### src/rtl/slc3_arb_pkg.sv
// Shared types and constants for the SLC-3 SRAM arbiter.
package slc3_arb_pkg;

   typedef enum logic [1:0] {IDLE, ACCESS, DONE} arb_state_t;

   localparam logic OWNER_CPU = 1'b0;
   localparam logic OWNER_DMA = 1'b1;

endpackage

### src/rtl/arb_rr2.sv
// Two-requester round-robin picker; the last-owner history is held by the caller.
module arb_rr2
   import slc3_arb_pkg::*;
(
   input  logic [1:0] req,
   input  logic       last_owner,
   output logic       grant_valid,
   output logic       grant_id
);

   always_comb begin
      grant_valid = |req;
      grant_id    = OWNER_CPU;
      // On a tie the requester that did not go last wins, so neither side starves.
      if (req == 2'b11)
         grant_id = ~last_owner;
      else if (req[OWNER_DMA])
         grant_id = OWNER_DMA;
   end

endmodule

### src/rtl/slc3_mem_arbiter.sv
// Shares one SRAM between the SLC-3 CPU and a DMA/loader port: round-robin grant,
// fixed wait states, one-cycle ack pulse per completed access.
module slc3_mem_arbiter
   import slc3_arb_pkg::*;
#(
   parameter int ADDR_W      = 16,
   parameter int DATA_W      = 16,
   parameter int WAIT_STATES = 1
) (
   input  logic              Clk,
   input  logic              Reset,
   input  logic              cpu_req,
   input  logic              cpu_we,
   input  logic [ADDR_W-1:0] cpu_addr,
   input  logic [DATA_W-1:0] cpu_wdata,
   output logic              cpu_ack,
   output logic [DATA_W-1:0] cpu_rdata,
   input  logic              dma_req,
   input  logic              dma_we,
   input  logic [ADDR_W-1:0] dma_addr,
   input  logic [DATA_W-1:0] dma_wdata,
   output logic              dma_ack,
   output logic [DATA_W-1:0] dma_rdata,
   output logic [ADDR_W-1:0] sram_addr,
   output logic [DATA_W-1:0] sram_wdata,
   input  logic [DATA_W-1:0] sram_rdata,
   output logic              sram_oe,
   output logic              sram_we,
   output logic              busy,
   output logic              owner
);

   localparam int CNT_W = (WAIT_STATES > 0) ? $clog2(WAIT_STATES + 1) : 1;

   arb_state_t        state_q, state_d;
   logic [CNT_W-1:0]  cnt_q, cnt_d;
   logic              last_owner_q, last_owner_d;
   logic              owner_q, owner_d;
   logic              we_q, we_d;
   logic [ADDR_W-1:0] addr_q, addr_d;
   logic [DATA_W-1:0] wdata_q, wdata_d;
   logic [DATA_W-1:0] cpu_rdata_q, cpu_rdata_d;
   logic [DATA_W-1:0] dma_rdata_q, dma_rdata_d;
   logic              grant_valid, grant_id;

   arb_rr2 u_rr (
      .req         ({dma_req, cpu_req}),
      .last_owner  (last_owner_q),
      .grant_valid (grant_valid),
      .grant_id    (grant_id)
   );

   always_comb begin
      // NOTE: every _d takes its hold value first so no path leaves it unassigned (no latch).
      state_d      = state_q;
      cnt_d        = cnt_q;
      last_owner_d = last_owner_q;
      owner_d      = owner_q;
      we_d         = we_q;
      addr_d       = addr_q;
      wdata_d      = wdata_q;
      cpu_rdata_d  = cpu_rdata_q;
      dma_rdata_d  = dma_rdata_q;
      unique case (state_q)
         IDLE: begin
            if (grant_valid) begin
               owner_d = grant_id;
               we_d    = (grant_id == OWNER_DMA) ? dma_we    : cpu_we;
               addr_d  = (grant_id == OWNER_DMA) ? dma_addr  : cpu_addr;
               wdata_d = (grant_id == OWNER_DMA) ? dma_wdata : cpu_wdata;
               cnt_d   = CNT_W'(WAIT_STATES);
               state_d = ACCESS;
            end
         end
         ACCESS: begin
            if (cnt_q == '0) begin
               if (!we_q) begin
                  if (owner_q == OWNER_DMA) dma_rdata_d = sram_rdata;
                  else                      cpu_rdata_d = sram_rdata;
               end
               last_owner_d = owner_q;
               state_d      = DONE;
            end else begin
               cnt_d = cnt_q - CNT_W'(1);
            end
         end
         DONE:    state_d = IDLE;
         default: state_d = IDLE;
      endcase
   end

   // NOTE: sequential state uses non-blocking assignments so all flops update together.
   always_ff @(posedge Clk or posedge Reset) begin
      if (Reset) begin
         state_q      <= IDLE;
         cnt_q        <= '0;
         last_owner_q <= OWNER_DMA;
         owner_q      <= OWNER_CPU;
         we_q         <= 1'b0;
         addr_q       <= '0;
         wdata_q      <= '0;
         cpu_rdata_q  <= '0;
         dma_rdata_q  <= '0;
      end else begin
         state_q      <= state_d;
         cnt_q        <= cnt_d;
         last_owner_q <= last_owner_d;
         owner_q      <= owner_d;
         we_q         <= we_d;
         addr_q       <= addr_d;
         wdata_q      <= wdata_d;
         cpu_rdata_q  <= cpu_rdata_d;
         dma_rdata_q  <= dma_rdata_d;
      end
   end

   // Enables decode straight from the state flop, so they fall as soon as Reset clears it.
   assign sram_oe    = (state_q == ACCESS) && !we_q;
   assign sram_we    = (state_q == ACCESS) &&  we_q;
   assign sram_addr  = addr_q;
   assign sram_wdata = wdata_q;
   assign cpu_ack    = (state_q == DONE) && (owner_q == OWNER_CPU);
   assign dma_ack    = (state_q == DONE) && (owner_q == OWNER_DMA);
   assign cpu_rdata  = cpu_rdata_q;
   assign dma_rdata  = dma_rdata_q;
   assign busy       = (state_q != IDLE);
   assign owner      = owner_q;

endmodule

### config.mk
export PLATFORM = sky130hd
export DESIGN_NAME = slc3_mem_arbiter
export DESIGN_NICKNAME = d
export VERILOG_FILES = /design/src/rtl/slc3_arb_pkg.sv /design/src/rtl/arb_rr2.sv /design/src/rtl/slc3_mem_arbiter.sv
export SDC_FILE = /design/constraint.sdc
export NUM_CORES = 1
export LEC_CHECK = 0
export ABC_AREA = 1
export CORE_MARGIN = 2
export CORE_UTILIZATION = 45
export DETAILED_ROUTE_END_ITERATION = 12
export GPL_TIMING_DRIVEN = 0
export PLACE_DENSITY = 0.85
export SYNTH_ARGS = -nofsm -noshare
export SYNTH_HDL_FRONTEND = slang
export SYNTH_SLANG_ARGS = --single-unit
### constraint.sdc
create_clock -name Clk -period 4 [get_ports Clk]
set_clock_uncertainty 0.1 [all_clocks]
set_input_delay 0.6 -clock Clk [delete_from_list [all_inputs] [get_ports Clk]]
set_output_delay 0.6 -clock Clk [all_outputs]
set_load 0.005 [all_outputs]
# After elaboration in Yosys (flattened, before gate mapping)
# Cells that the tools add are included.
[op_classes] addsub=1 eq_ne=5 mux=11 n_bitwise=4 reduce_logical=15
[ops] op="$mux 16" n=2
[ops] op="$reduce_and 2->1" n=4
[ops] op="$reduce_and 4->1" n=2
[ops] op="$mux 1" n=5
[ops] op="$eq 2x2->1 const B" n=2
[ops] op="$logic_and 1x1->1" n=4
[ops] op="$mux 2" n=2
[ops] op="$ne 2x2->1 const B" n=2
[ops] op="$not 1->1" n=4
[ops] op="$pmux 2 s2" n=1
[ops] op="$reduce_bool 2->1" n=2
[ops] op="$eq 2x1->1 const B" n=1
[ops] op="$logic_not 2->1" n=1
[ops] op="$pmux 1 s2" n=1
[ops] op="$reduce_or 2->1" n=1
[ops] op="$logic_not 1->1" n=1
[ops] op="$sub 1x1->1 const B" n=1
[totals] regBits=70 inputBits=86 word_cells=45

# Depth between registers and ports, before layout
[logic_depth] word_depth=3 depth_mapped=6 mapped_depth_nobuf=6

# Hierarchy
# A second synthesis with hierarchy kept.
[hier_totals] cells_unflattened=419 hier_area_um2=3275.6
[modules_own_cells] module="slc3_mem_arbiter" n_inst=1 cells_each=416 area_each_um2=3260.6
[modules_own_cells] module="arb_rr2" n_inst=1 cells_each=3 area_each_um2=15.0

# Worst setup path after synthesis
# Ideal clock, no wire load.
[synth_timing] kind="register to output" startpoint="register owner_q, in the netlist owner" endpoint="output port cpu_ack" arrival_ns=0.977 path_slack_ns=2.323 stages_incl_launch_ff=4 path_buffers=2 path_cell_list="dfrtp_1 > buf_2 > buf_2 > nor3_1"
[synth_via] elab_chain_len=2
[synth_lines] element="from (decl)" line="slc3_mem_arbiter.sv:38" source="logic owner_q, owner_d;"
[synth_lines] element="from (signal assigned)" line="slc3_mem_arbiter.sv:108" source="owner_q <= owner_d;"
[synth_lines] element="$not 1->1 (no line)"
[synth_lines] element="$logic_and 1x1->1" line="slc3_mem_arbiter.sv:122" source="assign cpu_ack = (state_q == DONE) && (owner_q == OWNER_CPU);"
[synth_lines] element="to (decl)" line="slc3_mem_arbiter.sv:16" source="output logic cpu_ack,"
# Every way passes these cells.

# Worst setup path in the final report
# Same ends and word-level chain as after synthesis.

==> out/metrics.yaml <==
run_status: "complete, no violations"
ys_top_cells_by_area: "dfrtp_1, nand2_1, nand3_1, inv_1, nand4_1"
vias: 3553
floorplan.initialDensity_pct: 45.9
critical_path_buf_inv_count: 3
p_leak_nw: 2.75
place_area_sq_um: 5160
path_cells: "buf_2 > buf_2 > nor3_1 > clkdlybuf4s50_1"
tritoncts: "built"
yosysTopAreaCell: "dfrtp_1"
path_max_fanout: 10
seq_area_sq_um: 1750
core_sq_um: 7610
synth_cell_type_count: 19
ys.flop_type: "dfrtp_1"
worst_slew_pin_slew_ns: 0.833
slowest_stage: "clkdlybuf4s50_1"
multi_input_area_sq_um: 1320
post_cts_buffers: 0
crit_required_ns: 3.30
pwr-share-clk_pct: 14.9
timing.final.crit_share_pct: 65.0
wl_met2_microns: 4510
critPathKind: "reg -> out"
fillerInstances: 590
dp_cells: 710
clockRootBuffer: "clkbuf_8"
top_layer: "met4"
drt_wl_total_microns: 9320
wl_met1_microns: 3940
switching_share_pct: 37.1
hold_violations: 0
cp-start-kind: "flip-flop"
finalSetupViolations: 0
synth.top_cell.area_share_pct: 49.5
grt_max_degree: 71
crit_top_cell: "buf_2"
ioPinCount: 156
cp_top_family: "buffers and inverters"
yosysWarnings: 0
rows: 32
p_comb_share_pct: 50.3
postRouteAntennaNets: 0
synth_top_cells_by_count: "nand2_1, dfrtp_1, inv_1, nand3_1, nand4_1"
final_cells: 726
cts_hold_buffers: 0
cts_sinks: 70
synth_edf_count: 0
arrival_ns: 1.90
place.port_buffers: 154
drv_cap: 0
grt_antenna_before_repair: 0
cts.htree.levels: 3
synth_area_sq_um: 3490
powerDensity_nw_per_um2: 702
drt_pre_antenna_iters: 4
cts_buffer_depth: 2
cpPeakStageDelay_ns: 0.52
nNetsFinal: 705
synthArstFlopShare_pct: 100
post_drt_wl_per_cell_microns: 12.8
synth_most_common_cell: "nand2_1"
clock_latency_ns: 0.33
grt_pass1_wl_microns: 15600
syn-num-nets: 540
irDropWorstVdd_v: 0.000301
grt_overflow: 0
synth_area_per_cell_sq_um: 7.69
drt_iter0_drc: 158
die-height_microns: 92.1
final_max_slew_viol_count: 0
p_sw_mw: 1.40
cp-end-kind: "output pin"
cts_buffers: 9
area_delta_synth_final_pct: 53.5
track_usage_pct: 23.0
grt_pass1_vias: 3374
insertedDiodeCount: 0
final_area_sq_um: 5360
clkTransAtPathRegs_ns: 0.08
hp-class: "reg -> reg"
routed-wl-met3_microns: 744
power_frac_seq_pct: 34.8
netlist_instances: 454
cts_resized: 0
fin_crit_ns: 2.60
vias_per_cell: 4.89
drc: 0
dieWidth_microns: 92.1
tns_ns: 0
internal-power_mw: 2.36
ys_seq_area_share_pct: 50.2
place_hpwl_microns: 7130
gp_congestion: 0.862
drive_gt1_share_pct: 8.33
relSlewSlack_pct: 44.4
max_freq_ghz: 0.385
dieArea_sq_um: 8480
rsz0062_at_grt: "false"
ys_ff_latch: 70
==> per-stage QoR <==
| step | power, mW | hold slack, ns | util, % | setup WS (ns) |
|---|---|---|---|---|
| 2_1_floorplan | 2.18 | 0.360 | - | 1.53 |
| 3_3_place_gp | 3.16 | 0.354 | 67.8 | 0.450 |
| 3_5_place_dp | 3.22 | 0.358 | 67.9 | 1.76 |
| 4_1_cts | 3.79 | 0.375 | 70.4 | 1.38 |
| 5_1_grt | 4.07 | 0.409 | 70.4 | 1.26 |
| 6_report | 3.76 | 0.373 | 70.4 | 1.40 |
==> power by group through the flow <==
stage | Combinational [mW] | Clock [mW] | Sequential (mW)
2_1_floorplan | 0.862 | 0 | 1.31
3_3_place_gp | 1.85 | 0 | 1.31
3_5_place_dp | 1.91 | 0 | 1.31
4_1_cts | 1.91 | 0.567 | 1.31
5_1_grt | 2.12 | 0.602 | 1.35
6_report | 1.89 | 0.562 | 1.31
==> worst register-to-register path, stage by stage (launching register included) <==
cell and delay (ns):
dfstp_2 0.54, nand2_2 0.11, nand2_2 0.15, buf_2 0.23
nand2_1 0.07, nand3_1 0.10, nand2_1 0.06
==> final cells by class <==
class | count | area share, %
sequential | 70 | 32.7
timing repair buffer | 154 | 28.8
multi-input combinational | 284 | 24.5
inverter | 73 | 5.16
buffer | 27 | 2.78
tap | 102 | 2.38
clock buffer | 9 | 2.31
clock inverter | 7 | 1.35
==> cells by family after synthesis <==
group           count (synthesis)  synth area share [%]
simple gates                  279                  36.6
buf+inv                       100                  12.1
flops                          70                  50.2
compound gates                  5                  1.04
==> layer usage <==
| layer | track usage [%] | up-vias |
|---|---|---|
| li1 | - | 1752 |
| met1 | 28.8 | 1640 |
| met2 | 39.2 | 151 |
| met3 | 6.49 | 10 |
| met4 | 6.34 | 0 |
| met5 | 0 | - |
==> worst paths after layout <==
| kind | end | cells after the start | from | slack [ns] |
|---|---|---|---|---|
| min reg2reg | cpu_rdata[8] | 2 | cpu_rdata[8] | 0.37 |
| max | cpu_ack | 4 | owner | 1.40 |
| max in group asynchronous | sram_addr[8] | 2 | Reset | 2.57 |
| min | cpu_rdata[8] | 2 | cpu_rdata[8] | 0.37 |
| min in group asynchronous | sram_wdata[8] | 2 | Reset | 0.69 |
| max reg2reg | sram_addr[12] | 6 | last_owner_q | 2.53 |
==> cells in the final DEF (no fill, tap or decap), types with 2 or more instances in the layout <==
cell               n
buf_2             14
nand3_4            2
inv_1             68
buf_4              6
clkbuf_8           9
clkinv_2           2
nand3_1           66
nand2_1          166
clkbuf_1           6
inv_2              4
nand4_1           32
nor3_1             2
dfrtp_1           69
nor2_4             2
nand2_2            3
clkinvlp_4         2
nor2_1             5
clkdlybuf4s50_1  154
o21ai_0            4
==> registers in the layout, summed over array words and instances, names as in the netlist <==
register      cells
dma_rdata        16
we_q              1
sram_wdata       16
sram_addr        16
cnt_q             1
owner             1
state_q           2
cpu_rdata        16
last_owner_q      1
Note: power is estimated with default switching activity, not from simulation.
